--- src/rtl/alu_issue_stage.sv ---
// Execute-issue stage ahead of the ALU: decodes RV32I OP/OP-IMM/LUI/AUIPC into one held slot.
// Optional macro EX_FWD_EN: EX->EX and WB forwarding instead of the read-after-write stall.
module alu_issue_stage #(
  parameter int unsigned XLEN = 32,
  parameter int unsigned RIDX = 5
) (
  input  logic            i_clk,
  input  logic            i_rst,
  input  logic            i_valid,
  output logic            o_ready,
  input  logic [31:0]     i_instr,
  input  logic [31:0]     i_pc,
  input  logic [XLEN-1:0] i_rs1_data,
  input  logic [XLEN-1:0] i_rs2_data,
  input  logic            i_wb_en,
  input  logic [RIDX-1:0] i_wb_rd,
  input  logic [XLEN-1:0] i_wb_data,
  input  logic [XLEN-1:0] i_alu_result,
  input  logic            i_flush,
  input  logic            i_ready,
  output logic            o_valid,
  output logic [2:0]      o_op,
  output logic            o_op2,
  output logic [XLEN-1:0] o_x,
  output logic [XLEN-1:0] o_y,
  output logic [RIDX-1:0] o_rd,
  output logic            o_illegal
);

  localparam logic [6:0] OPC_OP    = 7'b0110011;
  localparam logic [6:0] OPC_OPIMM = 7'b0010011;
  localparam logic [6:0] OPC_LUI   = 7'b0110111;
  localparam logic [6:0] OPC_AUIPC = 7'b0010111;
  localparam logic [6:0] F7_BASE   = 7'b0000000;
  localparam logic [6:0] F7_ALT    = 7'b0100000;
  localparam logic [2:0] F3_ADD    = 3'b000;
  localparam logic [2:0] F3_SLL    = 3'b001;
  localparam logic [2:0] F3_SR     = 3'b101;

  logic [6:0]      opcode;
  logic [2:0]      funct3;
  logic [6:0]      funct7;
  logic [RIDX-1:0] rs1_idx;
  logic [RIDX-1:0] rs2_idx;
  logic [RIDX-1:0] rd_idx;
  logic            is_shift;

  assign opcode   = i_instr[6:0];
  assign funct3   = i_instr[14:12];
  assign funct7   = i_instr[31:25];
  assign rs1_idx  = RIDX'(i_instr[19:15]);
  assign rs2_idx  = RIDX'(i_instr[24:20]);
  assign rd_idx   = RIDX'(i_instr[11:7]);
  assign is_shift = (funct3 == F3_SLL) || (funct3 == F3_SR);

  logic [XLEN-1:0] rs1_val;
  logic [XLEN-1:0] rs2_val;
  logic            stall;

  logic [2:0]      dec_op;
  logic            dec_op2;
  logic [XLEN-1:0] dec_x;
  logic [XLEN-1:0] dec_y;
  logic [RIDX-1:0] dec_rd;
  logic            dec_illegal;
  logic            use_rs1;
  logic            use_rs2;

`ifdef EX_FWD_EN
  logic ex_fwd_ok;
  assign ex_fwd_ok = o_valid & i_ready;

  // Operand priority: EX result of the draining instruction, then writeback, then register file.
  always_comb begin
    rs1_val = i_rs1_data;
    if (rs1_idx == '0)
      rs1_val = '0;
    else if (ex_fwd_ok && (o_rd == rs1_idx))
      rs1_val = i_alu_result;
    else if (i_wb_en && (i_wb_rd == rs1_idx))
      rs1_val = i_wb_data;
  end

  always_comb begin
    rs2_val = i_rs2_data;
    if (rs2_idx == '0)
      rs2_val = '0;
    else if (ex_fwd_ok && (o_rd == rs2_idx))
      rs2_val = i_alu_result;
    else if (i_wb_en && (i_wb_rd == rs2_idx))
      rs2_val = i_wb_data;
  end

  assign stall = 1'b0;
`else
  // Write-first register file covers writeback; only the held result needs a stall.
  assign rs1_val = (rs1_idx == '0) ? '0 : i_rs1_data;
  assign rs2_val = (rs2_idx == '0) ? '0 : i_rs2_data;
  assign stall   = o_valid && (o_rd != '0) &&
                   ((use_rs1 && (o_rd == rs1_idx)) || (use_rs2 && (o_rd == rs2_idx)));

  logic unused_fwd_inputs;
  assign unused_fwd_inputs = ^{i_wb_en, i_wb_rd, i_wb_data, i_alu_result};
`endif

  // Decode; anything not explicitly legal leaves the illegal defaults in place.
  always_comb begin
    dec_op      = F3_ADD;
    dec_op2     = 1'b0;
    dec_x       = '0;
    dec_y       = '0;
    dec_rd      = '0;
    dec_illegal = 1'b1;
    use_rs1     = 1'b0;
    use_rs2     = 1'b0;
    unique case (opcode)
      OPC_OP: begin
        if ((funct7 == F7_BASE) ||
            ((funct7 == F7_ALT) && ((funct3 == F3_ADD) || (funct3 == F3_SR)))) begin
          dec_op      = funct3;
          dec_op2     = ((funct3 == F3_ADD) || (funct3 == F3_SR)) ? i_instr[30] : 1'b0;
          dec_x       = rs1_val;
          dec_y       = is_shift ? XLEN'(rs2_val[4:0]) : rs2_val;
          dec_rd      = rd_idx;
          dec_illegal = 1'b0;
          use_rs1     = 1'b1;
          use_rs2     = 1'b1;
        end
      end
      OPC_OPIMM: begin
        if (!is_shift ||
            ((funct3 == F3_SLL) && (funct7 == F7_BASE)) ||
            ((funct3 == F3_SR) && ((funct7 == F7_BASE) || (funct7 == F7_ALT)))) begin
          dec_op      = funct3;
          dec_op2     = (funct3 == F3_SR) ? i_instr[30] : 1'b0;
          dec_x       = rs1_val;
          dec_y       = is_shift ? XLEN'(i_instr[24:20])
                                 : {{(XLEN-12){i_instr[31]}}, i_instr[31:20]};
          dec_rd      = rd_idx;
          dec_illegal = 1'b0;
          use_rs1     = 1'b1;
        end
      end
      OPC_LUI: begin
        dec_y       = XLEN'({i_instr[31:12], 12'b0});
        dec_rd      = rd_idx;
        dec_illegal = 1'b0;
      end
      OPC_AUIPC: begin
        dec_x       = XLEN'(i_pc);
        dec_y       = XLEN'({i_instr[31:12], 12'b0});
        dec_rd      = rd_idx;
        dec_illegal = 1'b0;
      end
      default: ;
    endcase
  end

  logic capture;
  assign o_ready = (~o_valid | i_ready) & ~stall;
  assign capture = i_valid & o_ready & ~i_flush;

  // Flush kills the slot but leaves the payload registers untouched.
  always_ff @(posedge i_clk or posedge i_rst) begin
    if (i_rst) begin
      o_valid   <= 1'b0;
      o_op      <= '0;
      o_op2     <= 1'b0;
      o_x       <= '0;
      o_y       <= '0;
      o_rd      <= '0;
      o_illegal <= 1'b0;
    end else if (i_flush) begin
      o_valid <= 1'b0;
    end else if (capture) begin
      o_valid   <= 1'b1;
      o_op      <= dec_op;
      o_op2     <= dec_op2;
      o_x       <= dec_x;
      o_y       <= dec_y;
      o_rd      <= dec_rd;
      o_illegal <= dec_illegal;
    end else if (i_ready) begin
      o_valid <= 1'b0;
    end
  end

endmodule

--- config.mk ---
export PLATFORM = sky130hd
export DESIGN_NAME = alu_issue_stage
export DESIGN_NICKNAME = d
export VERILOG_FILES = /design/src/rtl/alu_issue_stage.sv
export SDC_FILE = /design/constraint.sdc
export NUM_CORES = 1
export LEC_CHECK = 0
export BUFFER_PORTS_ARGS = -buffer_cell sky130_fd_sc_hd__buf_2
export CAP_MARGIN = 20
export CORE_AREA = 2 2 108 110
export DETAILED_ROUTE_END_ITERATION = 16
export DIE_AREA = 0 0 110 112
export PLACE_DENSITY = 0.83
export SLEW_MARGIN = 25
export SYNTH_ARGS = -nofsm -noshare
export SYNTH_HDL_FRONTEND = slang
export SYNTH_SLANG_ARGS = --single-unit
--- constraint.sdc ---
create_clock -name i_clk -period 2.7 [get_ports i_clk]
set_input_delay 0.135 -clock i_clk [delete_from_list [all_inputs] [get_ports i_clk]]
set_output_delay 0.135 -clock i_clk [all_outputs]
set_load 0.005 [all_outputs]
==> results.json <==
{
  "hold_ws_ns": 0.0468,
  "synth_top_flop_cell": "sky130_fd_sc_hd__dfrtp_1",
  "multiInputGateArea_um2": 2050,
  "synth.most_common_cell": "sky130_fd_sc_hd__dfrtp_1",
  "drv_cap": 0,
  "whs_path_depth": 3,
  "worst_setup_hold_path_clk_slew_ns": 0.06,
  "max_freq_mhz": 426,
  "synth_top_area_share_pct": 45.4,
  "final.fill_count": 1026,
  "setup-violations-final": 0,
  "clk-insertion-delay-late_ns": 0.33,
  "fp.dieH_um": 112,
  "layout-drive-gt1-share_pct": 50.5,
  "totalWireLength_um": 12400,
  "synthesis.area_um2": 4130,
  "vias": 3696,
  "synth_adder_area_share_pct": 0,
  "status": "finished, final reports clean",
  "synthesis.nets": 571,
  "floorplan.die.width_um": 110,
  "crit_fanout": 34,
  "route.detailed.drc": 0,
  "worst_pin_slew_ns": 0.601,
  "worstSetupEndpointType": "flip-flop",
  "globalRouteMet1Util_pct": 24.2,
  "final_core_utilization_pct": 50.4,
  "clock_tree_skew_after_final_layout_ns": 0.00788,
  "synth_seq_area_share_pct": 45.4,
  "die-area_um2": 12300,
  "tritoncts_num_sinks": 75,
  "yosys.area_share.xor_xnor_pct": 2.33,
  "synth_top_cell_by_area": "sky130_fd_sc_hd__dfrtp_1",
  "met2_track_usage_gr_pct": 34.6,
  "layout.area.seq_um2": 1880,
  "areaGrowthSynthToFinish_pct": 36.3,
  "rows": 39,
  "antenna_violations_before_repair": 0,
  "synth_area_leaders": "sky130_fd_sc_hd__dfrtp_1 45%, sky130_fd_sc_hd__mux2_4 9.4%, sky130_fd_sc_hd__a22o_1 8.1%",
  "yosys-mux-area-fraction_pct": 21.8,
  "synth-edff-count": 0,
  "cell_count_after_synthesis": 368,
  "synthTopCellsByCount": "75 x sky130_fd_sc_hd__dfrtp_1, 41 x sky130_fd_sc_hd__nand2_1, 38 x sky130_fd_sc_hd__a22o_1",
  "cts_max_path_buffers": 2,
  "leakagePower_nw": 3.06,
  "timing.hold.worst.class": "input port to flip-flop",
  "maximum_number_of_pins_on_one_net_before_global_route_repair": 42,
  "cts.root.buffer_cell": "sky130_fd_sc_hd__clkbuf_16",
  "track_usage_pct": 20.3,
  "drt_pre_antenna_iters": 5,
  "cts_made_buffers": 9,
  "iteration_0_drc_count_of_the_detailed_router": 196,
  "period_share_pct": 86.9,
  "antenna_cells_inserted": 0,
  "power.density_cell_area_nw_per_um2": 446,
  "synth_compound_gate_area_share_pct": 14.5,
  "synth_top_family_by_area": "multiplexers",
  "r2r_end": "o_x[22]",
  "io-pin-count": 279,
  "via_density": 5.08,
  "timing.final.hold_violations": 0,
  "worst-r2r-setup-slack_ns": 0.35,
  "cts_tree": "yes",
  "synth-async-reset-ratio_pct": 100,
  "max_slew_margin_pct": 59.8,
  "setup_total_negative_slack_ns": 0,
  "ir_drop_uv": 290,
  "post_synth_num_cell_types": 46,
  "worstReg2RegStart": "o_rd[4]",
  "register_bit_total_from_synthesis": 75,
  "dp.final_hpwl_um": 9520,
  "worstSetupPathType": "flip-flop to flip-flop",
  "initial_utilization_pct": 37.0,
  "crit_path_start_kind": "flip-flop",
  "yosys.area_share.simple_pct": 10.6,
  "required_ns": 2.92,
  "post-cts-setup-buffer-count": 0,
  "htreeDepth": 3,
  "port_buffers": 208,
  "worst-endpoint-arrival_ns": 2.56,
  "finalWorstPathRequiredPeriod_ns": 2.35,
  "setup_repair_after_global_routing_missed_its_margin": "no",
  "synth-warning-count": 0,
  "post_drt_wl_per_cell_um": 17.1,
  "grt_most_used_layer": "met2",
  "final_nets": 782,
  "hold_buffers": 2,
  "grt_first_pass_wirelength_um": 19000,
  "grt.met3_usage_pct": 4.04,
  "ant_nets": 0,
  "synthesis.area_per_instance_um2": 11.2,
  "report.final.slew_viol_count": 0,
  "worstSetupStartpoint": "o_rd[4]",
  "number_of_global_route_vias_before_repair": 3778,
  "grt_overflow": 0,
  "post_cts.resized_instances": 0,
  "crit_path_end": "o_x[22]",
  "register_to_register_path_depth": 7,
  "fp.coreArea_um2": 11200,
  "globalplace.congestion": 0.898
}
==> metrics by stage <==
| stage | cell area [um^2] | worst slack (ns) | total power, W | instances |
|---|---|---|---|---|
| floorplan | 4130 | 0.642 | 0.00128 | 368 |
| global placement | 5340 | 0.305 | 0.00143 | 709 |
| detailed placement | 5340 | 0.239 | 0.00144 | 709 |
| CTS | 5630 | 0.336 | 0.00254 | 727 |
| global route | 5630 | 0.209 | 0.00262 | 727 |
| finish | 5630 | 0.354 | 0.00251 | 727 |
==> where the power goes <==
| group | leakage (nW) | internal (W) | total, W | switching (W) |
|---|---|---|---|---|
| Sequential | 1.04 | 0.00114 | 0.00114 | 0.00000754 |
| Combinational | 1.89 | 0.000137 | 0.000279 | 0.000142 |
| Clock | 0.123 | 0.000616 | 0.00109 | 0.000472 |
==> cell families after synthesis <==
logic type,Yosys count
mux,74
simple gates,82
buf+inv,48
flops,75
compound gates,78
xor+xnor,11
==> critical path, cell delays in order, from the launching register on <==
cell,delay (ns)
sky130_fd_sc_hd__dfrtp_1,0.46
sky130_fd_sc_hd__xor2_1,0.17
sky130_fd_sc_hd__nor3_1,0.19
sky130_fd_sc_hd__nand3_1,0.13
sky130_fd_sc_hd__a211oi_1,0.33
sky130_fd_sc_hd__and4bb_4,0.30
sky130_fd_sc_hd__buf_4,0.28
sky130_fd_sc_hd__mux2_4,0.35
==> routing by layer <==
metal | vias up | wire [um] | share of wire, %
li1 | 1750 | - | -
met1 | 1766 | 5250 | 42
met2 | 155 | 6100 | 49
met3 | 25 | 715 | 5.8
met4 | 0 | 354 | 2.9
met5 | - | 0 | 0
==> sequential cells by signal (all words and copies together) (netlist names) <==
register / count
o_rd: 5
o_op: 3
o_valid: 1
o_op2: 1
o_illegal: 1
o_x: 32
o_y: 32
==> layout make-up <==
type / instances / share of cell area [%]
clock buffers: 9 / 4.00
clock inverters: 7 / 0.800
inverters: 27 / 1.82
multi-input cells: 245 / 36.4
flip-flops and latches: 75 / 33.3
well taps: 143 / 3.18
repair buffers: 221 / 20.5
==> layout by cell type (no fill, tap or decap), types with 9 or more instances in the layout <==
cell type | synthesis | layout
sky130_fd_sc_hd__nor2_1 | 9 | 9
sky130_fd_sc_hd__mux2_2 | 25 | 25
sky130_fd_sc_hd__buf_2 | 10 | 208
sky130_fd_sc_hd__a21oi_1 | 19 | 19
sky130_fd_sc_hd__buf_4 | 0 | 10
sky130_fd_sc_hd__inv_1 | 27 | 26
sky130_fd_sc_hd__a22o_1 | 38 | 38
sky130_fd_sc_hd__clkbuf_16 | 0 | 9
sky130_fd_sc_hd__mux2_4 | 26 | 26
sky130_fd_sc_hd__nand2_1 | 41 | 41
sky130_fd_sc_hd__mux2i_1 | 23 | 23
sky130_fd_sc_hd__dfrtp_1 | 75 | 75
==> worst min-delay path by stage <==
stage / start / to / slack (ns)
floorplan: i_flush / o_valid / 0.23
global placement: i_rst / o_x[31] / 0.04
detailed placement: i_rst / o_x[22] / 0.05
CTS: i_instr[11] / o_rd[4] / 0.04
global route: i_instr[8] / o_rd[1] / 0.05
finish: i_instr[10] / o_rd[3] / 0.05
(Power assumes the default switching activity.)
